<file path="src/rtl/spi_ram_arbiter.sv">
// spi_ram_arbiter: two-requester round-robin arbiter that expands whole
// write/read transactions into the SPI RAM 10-bit opcode stream
// (00 wr_addr, 01 write, 10 rd_addr, 11 read) and returns read data.
// Optional feature macro: RAM_ADDR_CACHE_EN. When defined, the last write and
// read addresses sent to the RAM are remembered, and a repeated address skips
// its address command.
module spi_ram_arbiter #(
  parameter int ADDR_SIZE = 8,
  parameter int TIMEOUT   = 4
) (
  input  logic                   clk,
  input  logic                   rst,
  input  logic [1:0]             req,
  input  logic [1:0]             we,
  input  logic [2*ADDR_SIZE-1:0] addr,
  input  logic [15:0]            wdata,
  output logic [1:0]             ack,
  output logic [7:0]             rdata,
  output logic                   rd_valid,
  output logic                   rd_err,
  output logic [9:0]             ram_din,
  output logic                   ram_rx_valid,
  input  logic [7:0]             ram_dout,
  input  logic                   ram_tx_valid
);

  localparam int CNT_W = $clog2(TIMEOUT + 1);

  typedef enum logic [2:0] {IDLE, WR_ADDR, WR_DATA, RD_ADDR, RD_CMD, RD_WAIT} state_t;

  state_t               state_q, state_d;
  logic                 rr_q, rr_d;
  logic [CNT_W-1:0]     cnt_q, cnt_d;
  logic                 owner_q, owner_d;
  logic [ADDR_SIZE-1:0] addr_q, addr_d;
  logic [7:0]           wdata_q, wdata_d;

  logic [1:0]           ack_q, ack_d;
  logic [7:0]           rdata_q, rdata_d;
  logic                 rd_valid_q, rd_valid_d;
  logic                 rd_err_q, rd_err_d;
  logic [9:0]           ram_din_q, ram_din_d;
  logic                 rx_valid_q, rx_valid_d;

  // Grant selection. A requester whose ack is on the wire this cycle is
  // ignored: it only counts as a new request if still high the cycle after.
  logic [1:0]           req_eff;
  logic                 winner;
  logic                 we_sel;
  logic [ADDR_SIZE-1:0] addr_sel;
  logic [7:0]           wdata_sel;
  logic                 wr_hit, rd_hit;

  assign req_eff   = req & ~ack_q;
  assign winner    = (req_eff == 2'b11) ? rr_q : req_eff[1];
  assign we_sel    = we[winner];
  assign addr_sel  = winner ? addr[2*ADDR_SIZE-1:ADDR_SIZE] : addr[ADDR_SIZE-1:0];
  assign wdata_sel = winner ? wdata[15:8] : wdata[7:0];

`ifdef RAM_ADDR_CACHE_EN
  logic [ADDR_SIZE-1:0] wc_addr_q, wc_addr_d, rc_addr_q, rc_addr_d;
  logic                 wc_vld_q, wc_vld_d, rc_vld_q, rc_vld_d;

  assign wr_hit = wc_vld_q && (wc_addr_q == addr_sel);
  assign rd_hit = rc_vld_q && (rc_addr_q == addr_sel);

  // Address cache: remembers what the RAM address registers currently hold
  always_comb begin
    wc_addr_d = wc_addr_q;
    wc_vld_d  = wc_vld_q;
    rc_addr_d = rc_addr_q;
    rc_vld_d  = rc_vld_q;
    if (state_d == WR_ADDR) begin
      wc_addr_d = addr_d;
      wc_vld_d  = 1'b1;
    end
    if (state_d == RD_ADDR) begin
      rc_addr_d = addr_d;
      rc_vld_d  = 1'b1;
    end
  end

  // Cache valid bits are cleared on reset; cached addresses need no reset
  always_ff @(posedge clk) begin
    if (rst) begin
      wc_vld_q <= 1'b0;
      rc_vld_q <= 1'b0;
    end else begin
      wc_vld_q <= wc_vld_d;
      rc_vld_q <= rc_vld_d;
    end
    wc_addr_q <= wc_addr_d;
    rc_addr_q <= rc_addr_d;
  end
`else
  assign wr_hit = 1'b0;
  assign rd_hit = 1'b0;
`endif

  // State register plus registered outputs (all reset to zero)
  always_ff @(posedge clk) begin
    if (rst) begin
      state_q    <= IDLE;
      rr_q       <= 1'b0;
      cnt_q      <= '0;
      ack_q      <= 2'b00;
      rdata_q    <= 8'h00;
      rd_valid_q <= 1'b0;
      rd_err_q   <= 1'b0;
      ram_din_q  <= 10'h000;
      rx_valid_q <= 1'b0;
    end else begin
      state_q    <= state_d;
      rr_q       <= rr_d;
      cnt_q      <= cnt_d;
      ack_q      <= ack_d;
      rdata_q    <= rdata_d;
      rd_valid_q <= rd_valid_d;
      rd_err_q   <= rd_err_d;
      ram_din_q  <= ram_din_d;
      rx_valid_q <= rx_valid_d;
    end
  end

  // Latched transaction fields; only meaningful once a grant has loaded them
  always_ff @(posedge clk) begin
    owner_q <= owner_d;
    addr_q  <= addr_d;
    wdata_q <= wdata_d;
  end

  // Next-state logic: grant in IDLE, walk the opcode sequence, time out reads
  always_comb begin
    state_d = state_q;
    rr_d    = rr_q;
    cnt_d   = cnt_q;
    owner_d = owner_q;
    addr_d  = addr_q;
    wdata_d = wdata_q;
    case (state_q)
      IDLE: begin
        if (|req_eff) begin
          owner_d = winner;
          addr_d  = addr_sel;
          wdata_d = wdata_sel;
          rr_d    = ~winner;
          cnt_d   = '0;
          if (we_sel) state_d = wr_hit ? WR_DATA : WR_ADDR;
          else        state_d = rd_hit ? RD_CMD  : RD_ADDR;
        end
      end
      WR_ADDR: state_d = WR_DATA;
      WR_DATA: state_d = IDLE;
      RD_ADDR: state_d = RD_CMD;
      RD_CMD: begin
        state_d = RD_WAIT;
        cnt_d   = '0;
      end
      RD_WAIT: begin
        if (ram_tx_valid || (cnt_q == CNT_W'(TIMEOUT - 1))) begin
          state_d = IDLE;
          cnt_d   = '0;
        end else begin
          cnt_d = cnt_q + 1'b1;
        end
      end
      default: state_d = IDLE;
    endcase
  end

  // Output logic: outputs are loaded for the state being entered so that the
  // registered command appears in the same cycle the FSM occupies that state
  always_comb begin
    ack_d      = 2'b00;
    rd_valid_d = 1'b0;
    rd_err_d   = 1'b0;
    rdata_d    = rdata_q;
    ram_din_d  = ram_din_q;
    rx_valid_d = 1'b0;
    case (state_d)
      WR_ADDR: begin
        ram_din_d  = {2'b00, 8'(addr_d)};
        rx_valid_d = 1'b1;
      end
      WR_DATA: begin
        ram_din_d       = {2'b01, wdata_d};
        rx_valid_d      = 1'b1;
        ack_d[owner_d]  = 1'b1;
      end
      RD_ADDR: begin
        ram_din_d  = {2'b10, 8'(addr_d)};
        rx_valid_d = 1'b1;
      end
      RD_CMD: begin
        ram_din_d  = {2'b11, 8'h00};
        rx_valid_d = 1'b1;
      end
      IDLE: begin
        if (state_q == RD_WAIT) begin
          ack_d[owner_q] = 1'b1;
          if (ram_tx_valid) begin
            rdata_d    = ram_dout;
            rd_valid_d = 1'b1;
          end else begin
            rdata_d  = 8'h00;
            rd_err_d = 1'b1;
          end
        end
      end
      default: ;
    endcase
  end

  assign ack          = ack_q;
  assign rdata        = rdata_q;
  assign rd_valid     = rd_valid_q;
  assign rd_err       = rd_err_q;
  assign ram_din      = ram_din_q;
  assign ram_rx_valid = rx_valid_q;

endmodule

</file>
<file path="config.mk">
export PLATFORM = sky130hd
export DESIGN_NAME = spi_ram_arbiter
export DESIGN_NICKNAME = d
export VERILOG_FILES = /design/src/rtl/spi_ram_arbiter.sv
export SDC_FILE = /design/constraint.sdc
export NUM_CORES = 1
export LEC_CHECK = 0
export CAP_MARGIN = 40
export CORE_ASPECT_RATIO = 1.1
export CORE_MARGIN = 2
export CORE_UTILIZATION = 40
export DETAILED_ROUTE_END_ITERATION = 7
export PLACE_DENSITY = 0.75
export SYNTH_ARGS = -nofsm -noshare
export SYNTH_HDL_FRONTEND = slang
export SYNTH_SLANG_ARGS = --single-unit
export TNS_END_PERCENT = 1
</file>
<file path="constraint.sdc">
create_clock -name clk -period 1.5 [get_ports clk]
set_clock_uncertainty 0.2 [all_clocks]
set_input_delay 0.225 -clock clk [delete_from_list [all_inputs] [get_ports clk]]
set_output_delay 0.225 -clock clk [all_outputs]
set_load 0.02 [all_outputs]
</file>
* After elaboration in Yosys (flattened, before gate mapping)
Index checks and enable logic that the tools add are counted.
Storage, ports and cells: flip-flop bits (word level) 47, input bits 47, output and inout bits 23, logic and storage cells 76
Cells by class: $add $sub $neg 1, order comparisons 5, equal/unequal tests 11, multiplexer cells 29, bitwise gates (word level) 5, reduce and logical (&&, ||, !) cells 13
Operators by type and width (number):
- 2-to-1 mux 8 bit | 7
- case mux 10 bit (4 select lines) | 1
- case mux 3 bit (5 select lines) | 1
- equality test 3 x 2 -> 1 bit, second input constant | 4
- 2-to-1 mux 3 bit | 4
- 2-to-1 mux 1 bit | 10
- equality test 3 bit, second input constant | 3
- case mux 3 bit (3 select lines) | 1
- equality test 3 x 1 -> 1 bit, second input constant | 2
- logical NOT 3 bit | 2
- < comparator 1 x 2 -> 1 bit, second input constant | 3
- AND reduction 2 bit | 3
- 2-to-1 mux 2 bit | 2
- case mux 2 bit (2 select lines) | 1
- nonzero test 4 bit | 1
- OR reduction 4 bit | 1
- adder 3 x 1 -> 3 bit, second input constant | 1
- inverter 1 bit | 3
- nonzero test 3 bit | 1
- OR reduction 3 bit | 1
- AND 2 bit | 1
- demux 1 bit (select 1 bit) | 2
- equality test 2 bit, second input constant | 1
- >= comparator 1 bit, second input constant | 2
- 5 further kinds | 6

* Depth between registers and ports, before layout
Gate-level depths: netlist of run 1.
depth in word-level cells 12, depth in mapped cells 6, depth with buffers taken out 6

* Least setup slack after synthesis of run 1
No wires, ideal clock.
kind register to register, start register ack_q[0], in the netlist ack[0], end register ram_din_q[0], in the netlist ram_din[0], arrival time 1.399 ns, required time 1.156 ns, setup slack -0.243 ns, stages on the path, launching flop included 6, buffers on the path 1, period minus slack after synthesis 1.743 ns, cell sequence dfxtp_1 -> nor2b_1 -> clkbuf_1 -> or2_2 -> a21oi_4 -> a221oi_2
On the way: cells in the longest elaborated chain, start to end 11, elaborated cells on any way between the ends 22, classes of those cells eq/ne (5); mux (13); bitwise (2); reduce/logical (2)
Ends and longest elaborated chain:
- start: declaration | RTL line 38 | logic [1:0] ack_q, ack_d;
- start signal: assignment | RTL line 116 | ack_q <= ack_d;
- inverter 2 bit * | RTL line 54 | assign req_eff = req & ~ack_q;
- AND 2 bit * | RTL line 54
- equality test 2 bit | RTL line 55 | assign winner = (req_eff == 2'b11) ? rr_q : req_eff[1];
- 2-to-1 mux 1 bit | RTL line 55
- 2-to-1 mux 1 bit (not written as such) (2 in series) | RTL line 56 | assign we_sel = we[winner];
- 2-to-1 mux 2 bit | RTL line 148 | if (we_sel) state_d = wr_hit ? WR_DATA : WR_ADDR;
- 2-to-1 mux 3 bit | RTL line 142 | if (|req_eff) begin
- case mux 3 bit (5 select lines) | RTL line 140 | case (state_q)
- equality test 3 bit (tied with other cells) | RTL line 180 | case (state_d)
- case mux 10 bit (4 select lines) / nonzero test 4 bit (equally long branches)
- end signal: assignment | RTL line 120 | ram_din_q <= ram_din_d;
- end: declaration | RTL line 42 | logic [9:0] ram_din_q, ram_din_d;
Mark *: on every way between the ends. The rest lies on a longest branch, timed or not. The select of a mux whose other input is x is not followed. A chain may end at the register's enable or synchronous reset.

* Worst setup path in the final report of run 1
start register ack_q[0], in the netlist ack[0], end register ram_din_q[4], in the netlist ram_din[4]
The elaborated chain is that of the path after synthesis.

==> results_dict.tcl, run 1 <==
set metrics [dict create \
    syn_area_per_cell_um2 9.40 \
    finalSetupViolations 19 \
    drc 0 \
    p_per_area_nw_per_um2 1140 \
    reg2reg_depth 5 \
    post-dp-hpwl_mm 3.57 \
    async_reset_ff_share_pct 0 \
    cp-endpoint "ram_din[4]" \
    place_inst 350 \
    drt_iter0_drc 74 \
    fmax_ghz 0.607 \
    synthesis.nets 259 \
    worstPathArrival_ns 1.66 \
    vias 1863 \
    ys_ff_latch 39 \
    pwr-share-seq_pct 36.8 \
    crit_fanout 8 \
    maxSlewHeadroom_pct 77.2 \
    worst_pin_slew_ns 0.334 \
    ir_worst_vdd_mv 0.533 \
    antenna_found_initial 0 \
    slew_violations 0 \
    viasPerCell 5.16 \
    dieArea_um2 5510 \
    gp_routability_congestion 0.834 \
    tritoncts "yes" \
    hold_ws_ns 0.211 \
    p_sw_mw 1.07 \
    num_rows 26 \
    end_kind "flop" \
    layout-drive-gt1-share_pct 28.5 \
    cts_made_buffers 5 \
    hp-class "flop to flop" \
    finalWorstSetupSlack_ns -0.148 \
    post-route-period-util_pct 110 \
    routed_wl_mm 5.10 \
    insertion_delay_ns 0.30 \
    cp_slowest_cell "or3b_4" \
    hold_violations 0 \
    cp.depth 5 \
    postSynthCellCount 210 \
    critPathRequiredTime_ns 1.51 \
    grt_max_degree 18 \
    clk_path_buf_depth 2 \
    path_delay_family "compound AO/OA/AOI/OAI gates" \
    netlist_area_um2 1970 \
    rsz0062_at_grt "true" \
    grtUsageTotal_pct 19.3 \
    ios 70 \
    status "finished, violations left" \
    diodes 0 \
    grt_pass1_vias 1869 \
    ant_nets 0 \
    drtPass1Iterations 4 \
    worstPathCellList "or3b_4 > buf_8 > a21boi_2 > o21ai_2 > a221oi_2" \
    wl_per_cell_um 14.1 \
    cts.clk_slew.worst_paths_ns 0.08 \
    final.min_clock_period_ns 1.65 \
    final_cells 361 \
    maxCapViolations 0 \
    reg2reg_slack_ns -0.15 \
    grt_overflow 0 \
    p_int_mw 2.44 \
    p_leak_nw 1.33 \
    path_class "flop to flop" \
    synth_cell_types 43 \
    die_w_um 71.0 \
    slowest_delay_ns 0.43 \
    num-nets-final 353 \
    core_um2 4680 \
    htreeDepth 2 \
    area_growth_pct 56.5 \
    die_h_um 77.7 \
    synth-edff-count 0 \
    startpoint "ack[0]" \
    worst-path-buf-inv 1 \
    root_buffer "clkbuf_8" \
    cts_hold_buf 0 \
    power_frac_comb_pct 33.1 \
    synth_top_flop_cell "dfxtp_1" \
    violations "setup timing" \
    yosysSeqAreaShare_pct 39.6 \
    switching_share_pct 30.5 \
    cts.sinks 39 \
    grt_pass1_wl_mm 8.54 \
    clock_power_share_pct 30.1 \
    pre_cts_ws_ns -0.572 \
    rr_startpoint "ack[0]" \
    yosysWarnings 0 \
    portBuffers 69 \
    initial_core_util_pct 42.1 \
    critPathLaunchType "flop" \
    reg2reg_to "ram_din[4]" \
]
## area by class of cell
type                       instances  area, µm²
sequential                        39        793
fill                             410       1600
tap                               56       70.1
multi-input combinational        137       1060
clock inverter                     3       67.6
inverter                          21       78.8
timing repair buffer             100        948
clock buffer                       5       68.8
## sequential cells by signal, indices dropped and copies added, names as in the netlist
signal	cells
rd_valid	1
ram_rx_valid	1
rr_q	1
rdata	8
owner_q	1
cnt_q	3
state_q	3
wdata_q	8
rd_err	1
ack	2
ram_din	10
## cells in the mapped netlist, types with 2 or more instances
cell type,count,area (µm²)
a21boi_2,8,90.1
buf_6,2,22.5
a21oi_1,11,55.1
ha_1,2,25.0
o21ai_2,9,78.8
a22o_1,8,70.1
nand2b_1,3,18.8
nand2_1,12,45.0
nor2_1,12,45.0
a221oi_2,8,120
a31oi_1,2,12.5
dfxtp_1,39,781
nor2b_1,3,18.8
buf_2,4,20.0
inv_1,21,78.8
clkbuf_1,5,18.8
o21ai_1,2,10.0
a32oi_1,2,17.5
mux2i_1,8,80.1
nand3_1,2,10.0
o21ai_0,18,90.1
and3_1,8,50.1
## routing by layer
| metal | up-vias | share of wire (%) | GRT usage (%) |
|---|---|---|---|
| li1 | 935 | - | - |
| met1 | 866 | 42 | 22.5 |
| met2 | 53 | 51 | 33.8 |
| met3 | 9 | 5.7 | 5.45 |
| met4 | 0 | 1.7 | 6.23 |
| met5 | - | 0 | 0 |
## worst min-delay path by stage
stage	startpoint	endpoint	slack, ns	cells past startpoint
2_1_floorplan	ram_tx_valid	rd_err	0.10	1
3_3_place_gp	owner_q	ack[0]	0.19	1
3_5_place_dp	owner_q	ack[0]	0.20	1
4_1_cts	owner_q	ack[0]	0.22	1
5_1_grt	owner_q	ack[0]	0.24	1
6_report	owner_q	ack[0]	0.21	1
## power by group through the flow
stage / sequential (mW) / clock [mW] / combinational [mW]
after floorplan: 1.38 / 0 / 0.616
after global placement: 1.31 / 0 / 1.11
after detailed placement: 1.32 / 0 / 1.13
after CTS: 1.29 / 1.07 / 1.14
after global routing: 1.31 / 1.11 / 1.26
final: 1.29 / 1.06 / 1.16
## metrics by stage
stage	TNS, ns	util (%)	power [mW]	cell area [µm²]
floorplan	-4.13	-	1.99	1970
global placement	-14.05	61.4	2.42	2880
detailed placement	-14.82	61.4	2.45	2880
CTS	-1.99	64.9	3.51	3040
global route	-3.55	65.9	3.69	3090
finish	-2.11	65.9	3.51	3090
## worst register-to-register path, delay by kind of cell (launching register included)
family,cells,cell delay [ns]
AO/OA/AOI/OAI,3,0.45
buffers and inverters,1,0.16
flip-flops,1,0.33
AND/OR/NAND/NOR,1,0.43
## timing repair
item                       CTS  global route
gates cloned                 2             0
gates resized for setup     43            17
setup endpoints to repair   57            35
pin swaps                    8            21
setup buffers                0             1
## cells in the final DEF, fill, tap and decap left out, drive strengths merged
master	netlist	final
bufinv	0	2
nor4	1	1
or3b	1	1
o21ai	29	29
nand3b	1	1
and3	8	8
clkinvlp	0	1
o31ai	1	1
nor3	2	2
o21a	1	1
nand2	12	12
ha	2	2
clkdlybuf4s50	0	45
a21boi	9	9
nor3b	1	1
nand3	2	2
nor4b	1	1
buf	8	32
dlygate4sd2	0	23
a31oi	2	2
a221oi	8	8
a22o	8	8
nor2	12	12
o211ai	1	1
clkbuf	5	5
o21bai	1	1
a21oi	12	12
and2	1	2
mux2i	8	8
nor2b	3	3
a211oi	1	1
nand2b	3	3
a32oi	2	2
a2111oi	1	1
inv	21	21
or2	1	1
a311oi	1	1
dfxtp	39	39
## kinds of logic (layout without fill, tap and decap cells)
family / count (synthesis) / after routing / synth area share [%]
multiplexers: 8 / 8 / 4.06
AND/OR/NAND/NOR: 49 / 50 / 13.6
adder cells (fa/ha/maj): 2 / 2 / 1.27
AO/OA/AOI/OAI: 77 / 77 / 31.6
flip-flops: 39 / 39 / 39.6
buffers and inverters: 35 / 129 / 9.96
Power figures use the tool's default switching activity.
==> run 2: changes to the inputs <==
- CORE_UTILIZATION: 40 -> 55
- DONT_BUFFER_PORTS: default -> 1
- PLACE_DENSITY: 0.75 -> 0.73
==> run 2 against run 1 <==
Against the previous run:
- total power is 9.4% lower
- highest routed layer unchanged
- critical path depth stayed put
- clock power is 18% lower
- core utilization is 12 points higher
- cell area is 14% lower
- first-iteration DRC count is 23% higher
- die area is 26% lower
- flip-flop and latch count stayed put
- maximum frequency is 0.16% lower
- the run ends with hold timing, setup timing left
- setup slack worse by 0.0026 ns
- via count is 7.6% lower
==> results_dict.tcl, run 2 (same netlist as run 1, synthesis figures left out) <==
set metrics [dict create \
    htreeDepth 2 \
    status "finished, violations left" \
    die_h_um 66.8 \
    worstPathArrival_ns 1.70 \
    grt_max_degree 22 \
    seq_area_um2 795 \
    ir_worst_vdd_mv 0.810 \
    crit_fanout 17 \
    maxSlewHeadroom_pct 78.9 \
    fillers 220 \
    post-dp-hpwl_mm 3.10 \
    cts_hold_buf 25 \
    grt_pass1_vias 1676 \
    drt_iter0_drc 91 \
    multi_input_area_um2 1090 \
    postPlaceCellArea_um2 2150 \
    cts.sinks 39 \
    final.min_clock_period_ns 1.65 \
    critPathRequiredTime_ns 1.55 \
    drc 0 \
    rr_startpoint "rr_q" \
    drtPass1Iterations 4 \
    area_growth_pct 34.2 \
    min-delay-start "rst" \
    finalWorstSetupSlack_ns -0.150 \
    routed_wl_mm 5.05 \
    largest_reg_flops 10 \
    root_buffer "clkbuf_4" \
    power.total_mw 3.18 \
    cts.clk_slew.worst_paths_ns 0.12 \
    critPathLaunchType "flop" \
    wl_per_cell_um 16.6 \
    grtUsageTotal_pct 25.2 \
    hp-class "input pin to flop" \
    maxCapViolations 0 \
    viasPerCell 5.66 \
    worstPathCellList "or3b_4 > buf_12 > and3_1 > o21ai_2 > a221oi_2" \
    num_rows 22 \
    dieArea_um2 4080 \
    p_per_area_nw_per_um2 1200 \
    portBuffers 0 \
    cp_slowest_cell "or3b_4" \
    path_class "flop to flop" \
    worst-path-buf-inv 1 \
    rsz0062_at_grt "true" \
    post-route-period-util_pct 110 \
    core_um2 3390 \
    p_leak_nw 1.06 \
    num-nets-final 304 \
    finalSetupViolations 20 \
    slew_violations 0 \
    vias 1721 \
    initial_core_util_pct 58.3 \
    final_common_cell "dfxtp_1" \
    ios 70 \
    grt_pass1_wl_mm 7.45 \
    layout-drive-gt1-share_pct 33.6 \
    hold_violations 30 \
    clk_path_buf_depth 2 \
    final_util_pct 78.2 \
    fmax_ghz 0.606 \
    slowest_delay_ns 0.41 \
    antenna_found_initial 0 \
    startpoint "rr_q" \
    tritoncts "yes" \
    ant_nets 0 \
    final_cell_mix "dfxtp_1 (32), dlygate4sd3_1 (25), inv_1 (21), buf_4 (19), nand2_1 (12)" \
    path_delay_family "simple AND/OR/NAND/NOR gates" \
    final_area_um2 2650 \
    grt_overflow 0 \
    gp_routability_congestion 0.820 \
    worst_pin_slew_ns 0.316 \
    hold_ws_ns -0.274 \
    end_kind "flop" \
    insertion_delay_ns 0.35 \
    die_w_um 61.1 \
    cts_made_buffers 5 \
    diodes 0 \
    violations "hold timing, setup timing" \
]
run 2: worst paths after layout:
path / endpoint / slack, ns / depth (start not counted)
worst max register to register: ram_din[3] / -0.15 / 5
worst min-delay path: cnt_q[2] / -0.27 / 1
worst min register to register: ack[0] / 0.22 / 1
worst max-delay path: ram_din[3] / -0.15 / 5
run 2: through the flow:
step	setup slack, ns	cells	TNS [ns]
floorplan	-0.196	210	-4.13
global placement	-0.144	268	-2.26
detailed placement	-0.219	268	-3.62
CTS	-0.154	304	-1.89
global route	-0.208	304	-3.63
finish	-0.150	304	-2.01
run 2: worst register-to-register path, delay by kind of cell, from the launching register on:
family	cells	cell delay [ns]
AO/OA/AOI/OAI	2	0.23
AND/OR/NAND/NOR	2	0.62
buffers and inverters	1	0.16
flip-flops	1	0.34
run 2: layout make-up:
type	instances	share of cell area, %
Multi-Input combinational cell	136	41.4
Clock buffer	6	1.56
Clock inverter	2	2.27
Tap cell	48	2.27
Timing Repair Buffer	52	19.6
Inverter	21	2.98
Sequential cell	39	30.0
run 2: per-layer routing:
metal / vias to the layer above / share of wire, % / global-route usage [%]
li1: 837 / - / -
met1: 816 / 40 / 28.5
met2: 54 / 54 / 43.6
met3: 14 / 4.3 / 5.63
met4: 0 / 2.3 / 11.7
met5: - / 0 / 0
run 2: power by group:
part           internal, mW  switching (mW)  leakage [nW]  total, mW
logic                 0.468           0.464         0.678      0.931
clock network         0.520           0.351        0.0525      0.871
registers              1.20           0.182         0.324       1.38
run 2: repair_timing:
item	in CTS	in global routing
endpoints found under the setup margin	32	36
endpoints found under the hold margin	38	30
pin swaps	5	8
gates resized for setup	24	19
setup buffers	3	0
==> run 3: changes to the inputs <==
- CORE_UTILIZATION: 55 -> 58
- CTS_BUF_LIST: default -> sky130_fd_sc_hd__clkbuf_2
- PLACE_DENSITY: 0.73 -> 0.76
==> run 3 against run 2 <==
Against the previous run:
- critical endpoint is now ram_din[0]
- first-iteration DRC count decreased by 27%
- via count decreased by 1.3%
- critical path type unchanged
- cell area decreased by 3.5%
- sequential share of layout area increased by 0.84 points
- total power decreased by 8.1%
- highest routed layer unchanged
- critical path depth unchanged
- the run still ends with hold timing, setup timing left
- core utilization decreased by 0.85 points
- worst hold slack got worse by 0.077 ns
- sequential power about the same
- register-to-register slack got worse by 0.02 ns
- non-clock buffer count decreased by 1
- clock power decreased by 28%
==> results_dict.tcl, run 3 (same netlist as run 1, synthesis figures left out) <==
set metrics [dict create \
    cts_made_buffers 5 \
    wl_per_cell_um 16.2 \
    hold_violations 30 \
    finalSetupViolations 29 \
    diodes 0 \
    antenna_found_initial 0 \
    cp_slowest_cell "or3b_4" \
    area_growth_pct 29.5 \
    post-dp-hpwl_mm 3.12 \
    cts.clk_slew.worst_paths_ns 0.20 \
    viasPerCell 5.82 \
    wl_met1_mm 1.92 \
    worst-path-buf-inv 1 \
    grt_overflow 0 \
    wl_met3_um 263 \
    critPathLaunchType "flop" \
    end_kind "flop" \
    finalWorstSetupSlack_ns -0.174 \
    maxCapViolations 0 \
    critPathRequiredTime_ns 1.64 \
    postPlaceCellArea_um2 2160 \
    initial_core_util_pct 59.7 \
    hold_ws_ns -0.350 \
    num_rows 22 \
    layout-drive-gt1-share_pct 31.3 \
    cts_hold_buf 25 \
    pwr-share-seq_pct 47.3 \
    largest_reg_flops 10 \
    core_um2 3300 \
    final_area_um2 2550 \
    post-route-period-util_pct 112 \
    slowest_delay_ns 0.40 \
    ios 70 \
    worstPathCellList "or3b_4 > buf_6 > a21boi_2 > o21ai_2 > a221oi_2" \
    portBuffers 0 \
    pre_cts_ws_ns -0.215 \
    path_delay_family "compound AO/OA/AOI/OAI gates" \
    cts.sinks 39 \
    rsz0062_at_grt "true" \
    status "finished, violations left" \
    ir_worst_vdd_mv 0.943 \
    vias 1699 \
    hp-class "input pin to flop" \
    ant_nets 0 \
    clk_path_buf_depth 2 \
    worstPathArrival_ns 1.81 \
    grt_max_degree 22 \
    grt_pass1_vias 1669 \
    p_int_mw 1.94 \
    die_w_um 59.6 \
    final_common_cell "dfxtp_1" \
    final.min_clock_period_ns 1.67 \
    clock_power_share_pct 21.3 \
    grtUsageTotal_pct 26.6 \
    top_layer "met4" \
    gp_routability_congestion 0.818 \
    crit_fanout 16 \
    slew_violations 0 \
    power.total_mw 2.92 \
    drt_iter0_drc 66 \
    drtPass1Iterations 4 \
    p_per_area_nw_per_um2 1140 \
    p_sw_uw 988 \
    insertion_delay_ns 0.40 \
    switching_share_pct 33.8 \
    postCtsSetupRepairBufs 0 \
    htreeDepth 2 \
    maxSlewHeadroom_pct 76.3 \
    violations "hold timing, setup timing" \
    grt_pass1_wl_mm 7.80 \
    num-nets-final 304 \
    power_frac_comb_pct 31.4 \
    fmax_ghz 0.597 \
    root_buffer "clkbuf_2" \
    worst_pin_slew_ns 0.354 \
    dieArea_um2 3890 \
    drc 0 \
    p_leak_nw 1.04 \
    routed_wl_mm 4.74 \
    die_h_um 65.2 \
    wl_met2_mm 2.49 \
    final_cell_mix "dfxtp_1 (33), dlygate4sd3_1 (25), inv_1 (21), buf_4 (19), nand2_1 (12)" \
    path_class "flop to flop" \
    tritoncts "yes" \
]
## run 3: power by group through the flow
stage               Combinational [mW]  Clock (mW)  Sequential (mW)
floorplan                        0.616           0             1.38
detailed placement               0.804           0             1.40
CTS                              0.891       0.626             1.38
finish                           0.919       0.623             1.38
global placement                 0.773           0             1.39
global route                      1.01       0.678             1.41
## run 3: area by class of cell
| cell class | instances | area (µm²) |
|---|---|---|
| flip-flops and latches | 39 | 788 |
| well taps | 36 | 45.0 |
| repair buffers | 51 | 515 |
| clock buffers | 5 | 25.0 |
| clock inverters | 3 | 38.8 |
| fillers | 227 | 748 |
| multi-input cells | 137 | 1060 |
| inverters | 21 | 78.8 |
## run 3: path summary, 6_finish.rpt
check / start / to / slack (ns) / cells after the start
max: rr_q / ram_din[0] / -0.17 / 5
min: rst / cnt_q[1] / -0.35 / 1
max reg2reg: rr_q / ram_din[0] / -0.17 / 5
min reg2reg: owner_q / ack[0] / 0.22 / 1
## run 3: metrics by stage
stage | util (%) | hold WS (ns) | instances | setup TNS, ns
after floorplan | - | 0.102 | 210 | -4.13
after global placement | 65.5 | 0.0974 | 258 | -2.99
after detailed placement | 65.5 | 0.0984 | 258 | -4.13
after CTS | 76.3 | -0.358 | 292 | -3.26
after global routing | 77.3 | -0.382 | 292 | -4.76
final | 77.3 | -0.350 | 292 | -2.54
## run 3: repair_timing
action / 4_1_cts / 5_1_grt
hold endpoints to repair: 38 / 30
pin swaps: 4 / 1
cloned: 1 / 0
setup endpoints to repair: 34 / 37
gates resized for setup: 15 / 16
## run 3: metal layers
layer,vias to the layer above,track usage [%]
met3,7,5.71
met1,800,32.5
met2,52,45.9
met5,-,0
met4,0,8.33
li1,840,-
